===== config.mk =====
export PLATFORM = sky130hd
export DESIGN_NAME = keypad_scanner
export DESIGN_NICKNAME = d
export VERILOG_FILES = /design/src/rtl/keypad_pkg.sv /design/src/rtl/sync_2ff.sv /design/src/rtl/keypad_scanner.sv
export SDC_FILE = /design/constraint.sdc
export NUM_CORES = 1
export LEC_CHECK = 0
export CAP_MARGIN = 40
export CORE_MARGIN = 3
export CORE_UTILIZATION = 35
export CTS_CLUSTER_DIAMETER = 30
export DETAILED_ROUTE_END_ITERATION = 8
export GPL_TIMING_DRIVEN = 0
export PLACE_DENSITY = 0.58
export SLEW_MARGIN = 20
export SYNTH_ARGS = -nofsm -noshare
export SYNTH_HDL_FRONTEND = slang
export SYNTH_SLANG_ARGS = --single-unit

===== constraint.sdc =====
create_clock -name clk -period 2.3 [get_ports clk]
set_clock_uncertainty 0.15 [all_clocks]
set_input_delay 0.46 -clock clk [delete_from_list [all_inputs] [get_ports clk]]
set_output_delay 0.46 -clock clk [all_outputs]
set_load 0.005 [all_outputs]

===== src/rtl/keypad_pkg.sv =====
// Shared types and constants for the 4x4 keypad scanner.
// Holds the FSM state encoding, the key map and the default timing constants.
package keypad_pkg;

    localparam int SETTLE_DEF   = 1000;
    localparam int DEBOUNCE_DEF = 500000;

    typedef enum logic [1:0] {
        ST_SCAN       = 2'd0,
        ST_PRESS_DB   = 2'd1,
        ST_HELD       = 2'd2,
        ST_RELEASE_DB = 2'd3
    } state_t;

    // Nibble index is {col, row}; nibble 0 sits in bits [3:0].
    localparam logic [63:0] KEY_MAP = 64'hDCBA_E963_F852_0741;

    function automatic logic [3:0] key_code(input logic [1:0] c, input logic [1:0] r);
        int idx;
        idx = {28'd0, c, r};
        return KEY_MAP[idx*4 +: 4];
    endfunction

endpackage


===== src/rtl/sync_2ff.sv =====
// Two-flop synchronizer for asynchronous level inputs.
// Resets to all-ones so idle (active-low) lines read as released.
module sync_2ff #(
    parameter int WIDTH = 4
) (
    input  logic             clk,
    input  logic             rst,
    input  logic [WIDTH-1:0] d,
    output logic [WIDTH-1:0] q
);

    logic [WIDTH-1:0] r_meta;
    logic [WIDTH-1:0] r_sync;

    always_ff @(posedge clk) begin
        if (rst) begin
            r_meta <= '1;
            r_sync <= '1;
        end else begin
            r_meta <= d;
            r_sync <= r_meta;
        end
    end

    assign q = r_sync;

endmodule


===== src/rtl/keypad_scanner.sv =====
// 4x4 matrix keypad scanner: walks active-low columns, debounces press and
// release on the synchronized rows, and reports the hex code of the held key.
module keypad_scanner
    import keypad_pkg::*;
#(
    parameter int SETTLE_CYCLES   = SETTLE_DEF,
    parameter int DEBOUNCE_CYCLES = DEBOUNCE_DEF
) (
    input  logic       clk,
    input  logic       rst,
    input  logic [3:0] row,
    output logic [3:0] col,
    output logic [3:0] dec,
    output logic       button_pressed,
    output logic       key_strobe
);

    localparam int CNT_MAX = (SETTLE_CYCLES > DEBOUNCE_CYCLES) ? SETTLE_CYCLES : DEBOUNCE_CYCLES;
    localparam int CNT_W   = $clog2(CNT_MAX + 1);
    localparam logic [CNT_W-1:0] SETTLE_LAST = CNT_W'(SETTLE_CYCLES - 1);
    localparam logic [CNT_W-1:0] DEB_LAST    = CNT_W'(DEBOUNCE_CYCLES - 1);

    function automatic logic [CNT_W-1:0] sat_inc(input logic [CNT_W-1:0] v);
        return (v == {CNT_W{1'b1}}) ? v : v + 1'b1;
    endfunction

    // Returns {valid, index}; valid only when exactly one row is low.
    function automatic logic [2:0] single_low(input logic [3:0] v);
        case (v)
            4'b1110: return 3'b100;
            4'b1101: return 3'b101;
            4'b1011: return 3'b110;
            4'b0111: return 3'b111;
            default: return 3'b000;
        endcase
    endfunction

    state_t           r_state,   w_state_n;
    logic [CNT_W-1:0] r_cnt,     w_cnt_n;
    logic [1:0]       r_col_idx, w_col_n;
    logic [1:0]       r_row_idx, w_row_n;
    logic [3:0]       r_dec,     w_dec_n;
    logic             r_pressed, w_pressed_n;
    logic             r_strobe,  w_strobe_n;
    logic [3:0]       w_rsync;
    logic [3:0]       w_row_pat;
    logic [2:0]       w_hit;

    sync_2ff #(.WIDTH(4)) u_row_sync (
        .clk (clk),
        .rst (rst),
        .d   (row),
        .q   (w_rsync)
    );

    assign w_hit     = single_low(w_rsync);
    assign w_row_pat = ~(4'b0001 << r_row_idx);

    always_ff @(posedge clk) begin
        if (rst) begin
            r_state   <= ST_SCAN;
            r_cnt     <= '0;
            r_col_idx <= 2'd0;
            r_row_idx <= 2'd0;
            r_dec     <= 4'h0;
            r_pressed <= 1'b0;
            r_strobe  <= 1'b0;
        end else begin
            r_state   <= w_state_n;
            r_cnt     <= w_cnt_n;
            r_col_idx <= w_col_n;
            r_row_idx <= w_row_n;
            r_dec     <= w_dec_n;
            r_pressed <= w_pressed_n;
            r_strobe  <= w_strobe_n;
        end
    end

    always_comb begin
        w_state_n   = r_state;
        w_cnt_n     = r_cnt;
        w_col_n     = r_col_idx;
        w_row_n     = r_row_idx;
        w_dec_n     = r_dec;
        w_pressed_n = r_pressed;
        w_strobe_n  = 1'b0;
        case (r_state)
            ST_SCAN: begin
                if (r_cnt >= SETTLE_LAST) begin
                    w_cnt_n = '0;
                    if (w_hit[2]) begin
                        w_row_n   = w_hit[1:0];
                        w_state_n = ST_PRESS_DB;
                    end else begin
                        w_col_n = r_col_idx + 2'd1;
                    end
                end else begin
                    w_cnt_n = sat_inc(r_cnt);
                end
            end
            ST_PRESS_DB: begin
                if (w_rsync == w_row_pat) begin
                    if (r_cnt >= DEB_LAST) begin
                        w_state_n   = ST_HELD;
                        w_cnt_n     = '0;
                        w_dec_n     = key_code(r_col_idx, r_row_idx);
                        w_pressed_n = 1'b1;
                        w_strobe_n  = 1'b1;
                    end else begin
                        w_cnt_n = sat_inc(r_cnt);
                    end
                end else begin
                    // Bounce or extra row: rescan the same column from scratch.
                    w_state_n = ST_SCAN;
                    w_cnt_n   = '0;
                end
            end
            ST_HELD: begin
                if (w_rsync[r_row_idx]) begin
                    w_state_n = ST_RELEASE_DB;
                    w_cnt_n   = '0;
                end
            end
            ST_RELEASE_DB: begin
                if (w_rsync[r_row_idx]) begin
                    if (r_cnt >= DEB_LAST) begin
                        w_state_n   = ST_SCAN;
                        w_cnt_n     = '0;
                        w_col_n     = r_col_idx + 2'd1;
                        w_pressed_n = 1'b0;
                    end else begin
                        w_cnt_n = sat_inc(r_cnt);
                    end
                end else begin
                    w_state_n = ST_HELD;
                    w_cnt_n   = '0;
                end
            end
            default: begin
                w_state_n = ST_SCAN;
                w_cnt_n   = '0;
            end
        endcase
    end

    assign col            = ~(4'b0001 << r_col_idx);
    assign dec            = r_dec;
    assign button_pressed = r_pressed;
    assign key_strobe     = r_strobe;

endmodule

---- Word-level counts from Yosys, hierarchy flattened ----
Cells that the tools add are included.
storage, ports and cells
  flip-flop bits (word level) ............. 39
  input port bits ......................... 6
  output and inout bits ................... 10
  logic and storage cells ................. 78
cells by class
  add/subtract/negate cells ............... 2
  order comparisons ....................... 3
  equality and inequality tests ........... 19
  shifts and indexed selects .............. 3
  muxes and demuxes ....................... 29
  bitwise logic cells ..................... 4
  reduce and logical (&&, ||, !) cells .... 9
operators by type and width
  kind                       count
  $mux W19                   6
  $pmux W19 S4               1
  $shiftx A64 B7 Y4 const A  1
  $mux W2                    11
  $add A19 B1 Y19 const B    1
  $eq A19 B19 Y1 const B     1
  $ge A19 B10 Y1 const B     1
  $ge A19 B19 Y1 const B     1
  $ne A2 B2 Y1 const B       8
  $reduce_and A5 Y1          3
  $eq A4 B4 Y1 const B       3
  $pmux W3 S4                1
  $not A4 Y4                 2
  $pmux W2 S4                1
  $shl A1 B2 Y4 const A      2
  $mux W1                    6
  $ne A3 B3 Y1 const B       2
  $reduce_and A3 Y1          2
  $eq A2 B2 Y1 const B       2
  $eq A4 B3 Y1 const B       1
  $eq A4 B4 Y1               1
  $pmux W2 S2                1
  $reduce_bool A2 Y1         2
  $lt A2 B3 Y1 const B       1
  7 further kinds            8

---- Depth between registers and ports, before layout ----
  word-level depth ........................ 5
  mapped depth ............................ 10
  mapped depth without buffers ............ 7

---- Hierarchy ----
Synthesis repeated with hierarchy kept, for this count alone.
unflattened totals
  cells, all modules ...................... 238
  area, all modules ....................... 2316.0 um^2
modules (own cells, without submodules)
  module          times used  cells each  area an instance (um^2)  seq. area each (um^2)
  keypad_scanner  1           222         2105.8                   620.6
  sync_2ff        1           16          210.2                    160.2

---- Least setup slack after synthesis ----
OpenSTA, ideal clock, no wires.
  path kind ............................... register -> register
  start point ............................. reg r_cnt[0]
  end point ............................... reg r_cnt[2]
  setup time .............................. 0.074 ns
  arrival time ............................ 2.077 ns
  data required time ...................... 2.076 ns
  setup slack ............................. -0.001 ns
  cell stages (with the launch flop) ...... 11
  buffers on the path ..................... 4
  period minus slack after synthesis ...... 2.301 ns
  path through ............................ dfxtp_1 > ha_1 > and4_1 > clkbuf_1 > a211o_1 > o21a_1 > buf_6 > o221a_1 > buf_6 > buf_6 > nor3_2
between the ends
  cells in the longest elaborated chain, start to end .. 5
  elaborated cells between the ends (all ways) .. 10
  those cells by class .................... 1 x add/sub; 2 x order compare; 1 x eq/ne; 6 x mux
ends and longest elaborated chain
  element                                            line                                          source
  start: declaration                                 keypad_scanner.sv:39                          logic [CNT_W-1:0] r_cnt, w_cnt_n;
  start signal: assignment                           keypad_scanner.sv:70                          r_cnt <= w_cnt_n;
  $add A19 B1 Y19 or $eq A19 B19 Y1 (tied branches)  keypad_scanner.sv:24                          return (v == {CNT_W{1'b1}}) ? v : v + 1'b1;
  $mux W19                                           keypad_scanner.sv:24
  $mux W19                                           keypad_scanner.sv:103, keypad_scanner.sv:126
  $mux W19, on equally long branches                 keypad_scanner.sv:125, keypad_scanner.sv:102
  $pmux W19 S4 (*)                                   keypad_scanner.sv:87                          case (r_state)
Every way passes the cells marked *; elsewhere a longest branch is shown, timed or not.
A chain may end at the register's enable or synchronous reset.

---- Worst setup path in the final report ----
  start point ............................. reg r_row_idx[0]
  end point ............................... reg r_cnt[1]
between the ends
  cells in the longest elaborated chain, start to end .. 5
  elaborated cells between the ends (all ways) .. 9
  those cells by class .................... 2 x eq/ne; 1 x shift; 5 x mux; 1 x bitwise
ends and longest elaborated chain
  element                   line                   source
  start: declaration        keypad_scanner.sv:41   logic [1:0] r_row_idx, w_row_n;
  start signal: assignment  keypad_scanner.sv:72   r_row_idx <= w_row_n;
  $shl A1 B2 Y4             keypad_scanner.sv:57   assign w_row_pat = ~(4'b0001 << r_row_idx);
  $not A4 Y4                keypad_scanner.sv:57
  $eq A4 B4 Y1              keypad_scanner.sv:102  if (w_rsync == w_row_pat) begin
  $mux W19                  keypad_scanner.sv:102
  $pmux W19 S4              keypad_scanner.sv:87
Several ways; a longest one is shown, not always the timed one. The select of a mux whose other input is x is not followed.

==> flow_summary.ini <==
[outcome]
status = finished, final reports clean

[grt]
grt_pass1_vias = 1720
grt_overflow_total = 0
grt_first_pass_wirelength_mm = 8.162
grt_max_degree = 12
antenna_found_initial = 0
grt_use_total_pct = 13.61

[cts]
holdBufCountCts = 0
clockRootBuffer = clkbuf_8
insertion_delay_ns = 0.29
numCtsBuffers = 5
cts.sinks = 39
clk_pin_slew_ns = 0.08
htree_levels = 2
cts_buffer_depth = 2
cts_tree = done

[logic_synthesis]
synth_edf_count = 0
synth_seq_cells = 39
synth_mux_area_share_pct = 3.916
synth_compound_area_share_pct = 17.99
ys_types = 47
synth_flop_cell = dfxtp_1
synth_adder_area_share_pct = 6.129
synth_warnings = 0
netlist_instances = 241
syn_avg_cell_area_um2 = 9.148
yosys.area_share.simple_pct = 23.27
synth-xor-area-share_pct = 7.946
ys_async_sr_fraction_pct = 0
synth_top_family_by_area = simple AND/OR/NAND/NOR gates
ys_seq_area_share_pct = 35.41
synth_area_um2 = 2205
synthesis.nets = 257

[power]
power_density_nw_per_um2 = 445.4
leakagePower_nw = 0.9672
irDropWorstVdd_uv = 248.3

[die]
die_h_um = 85.37
coreArea_um2 = 6026
dieArea_um2 = 7287
die_x_um = 85.37
initial_core_util_pct = 36.59
rows = 28
pin_count = 16

[critical_path]
cp_max_fo = 10
start_kind = flip-flop
cp.arrival_ns = 2.28
crit_path_max_incr_delay_ns = 0.61
endpoint_kind = flip-flop
critPathKind = flip-flop to flip-flop
crit_required_ns = 2.30
cp_slowest_cell = mux4_2
ff2ff_path_depth = 8
path_cells = buf_4, mux4_2, nand3_2, o31a_1, o221a_1, buf_6, buf_12, nor3_4

[timing]
clock.fmax_mhz = 437.9
post-route-period-util_pct = 99.29
tightest_slew_ns = 0.6648
setup_viol_count_final = 0
report.final.slew_viol_count = 0
setup_tns_ns = 0
rsz0062_at_grt = yes
relSlewSlack_pct = 55.68
finalHoldViolations = 0
period_needed_ns = 2.284

[route]
wl_per_cell_um = 14.33
drt_wl_total_mm = 5.001
drtPass1Iterations = 4
drt.antenna.violating_nets = 0
via_count = 1886
drc = 0
avgViaCountPerCell = 5.404
drtIter0Drc = 105

[hold_path]
hp-class = flip-flop to flip-flop
hold-path-cell-count = 1

[layout]
drive_above_1_share_pct = 26.28
diodes = 0
fill_cells = 598
syn_to_final_growth_pct = 26.62
num-nets-final = 290
post-route-util_pct = 46.32

[placement]
numPortBuffers = 15
gp_congestion = 0.8030
hpwlAfterDp_mm = 3.350

[flow_run]
maxCapViolCount = 0
## registers in the layout, indices dropped and copies added, names as in the netlist
signal,cells
u_row_sync.r_meta,4
key_strobe,1
r_state,2
u_row_sync.q,4
button_pressed,1
r_col_idx,2
r_cnt,19
r_row_idx,2
dec,4
## per-layer routing
metal  vias to the layer above  share of wire [%]  track usage [%]
met5                         -                  0                0
met4                         0                1.1            3.885
met3                         5                3.2            2.621
met2                        28                 44            20.48
met1                       903                 52            19.70
li1                        950                  -                -
## metrics by stage
stage	instance area [um2]	setup slack, ns	hold WS, ns	std cells	power (mW)
4_1_cts	2597	0.001095	0.2595	338	1.253
2_1_floorplan	2206	0.009374	0.2395	241	0.7557
3_5_place_dp	2450	-0.2782	0.2423	331	0.7774
5_1_grt	2791	-0.03566	0.2763	349	1.294
6_report	2791	0.01638	0.2588	349	1.243
3_3_place_gp	2450	-0.2373	0.2418	331	0.7770
## worst max-delay path: cells and delay by family (launching register included)
family                 cells  cell delay [ns]
AO/OA/AOI/OAI              2             0.38
buffers and inverters      3             0.41
flip-flops                 1             0.39
multiplexers               1             0.61
AND/OR/NAND/NOR            2             0.18
## synthesized netlist by cell type (4+ instances only)
library cell	instances	share of area, %
nor3_1	12	2.7
ha_1	10	5.7
nand4_1	5	1.4
o21ai_0	7	1.6
a311oi_1	4	1.6
nor3_2	11	5.0
a211oi_1	6	2.0
xnor2_1	16	6.4
clkbuf_1	8	1.4
a21oi_1	12	2.7
nor2_1	10	1.7
and3_1	4	1.1
nand2_1	12	2.0
inv_1	13	2.2
xor2_1	4	1.6
or2_2	10	2.8
dfxtp_1	39	35
## power by group
| group | total (mW) | internal (mW) | switching (mW) |
|---|---|---|---|
| clock | 0.474 | 0.236 | 0.238 |
| combinational | 0.0744 | 0.0365 | 0.0380 |
| sequential | 0.695 | 0.683 | 0.0121 |
| total | 1.24 | 0.955 | 0.288 |
## area by class of cell
| cell class | instances | area [um2] | share of cell area [%] |
|---|---|---|---|
| multi-input combinational | 177 | 1438 | 51.50 |
| sequential | 39 | 797.0 | 28.55 |
| timing repair buffer | 28 | 247.7 | 8.875 |
| tap | 75 | 93.84 | 3.362 |
| clock buffer | 6 | 82.58 | 2.958 |
| buffer | 10 | 72.57 | 2.600 |
| inverter | 13 | 55.05 | 1.972 |
| clock inverter | 1 | 5.005 | 0.1793 |
## what timing repair did
action,in CTS,in global routing
gates resized for setup,19,25
pin swaps,3,8
setup buffers,1,12
setup endpoints to repair,29,21
## cells in the final DEF, fill, tap and decap left out, drive strengths merged, types with 4 or more instances in the layout
cell	instances
and3	4
or2	10
nand4	5
clkdlybuf4s50	15
clkbuf	12
nor3	23
buf	17
inv	12
xor2	4
a311oi	4
dfxtp	39
xnor2	16
nand2	12
nor2	10
o21ai	7
a21oi	12
a211oi	6
ha	10
## logic make-up after synthesis
logic type      Yosys count
xor+xnor                 20
simple gates             85
buf+inv                  25
flops                    39
fa+ha+maj                11
mux                       6
compound gates           55
## final timing paths
kind,startpoint,endpoint,slack (ns)
max reg2reg,r_row_idx[0],r_cnt[1],0.02
min reg2reg,u_row_sync.r_meta[3],u_row_sync.q[3],0.26
min,u_row_sync.r_meta[3],u_row_sync.q[3],0.26
max,r_row_idx[0],r_cnt[1],0.02
Note: power is estimated with default switching activity, not from simulation.
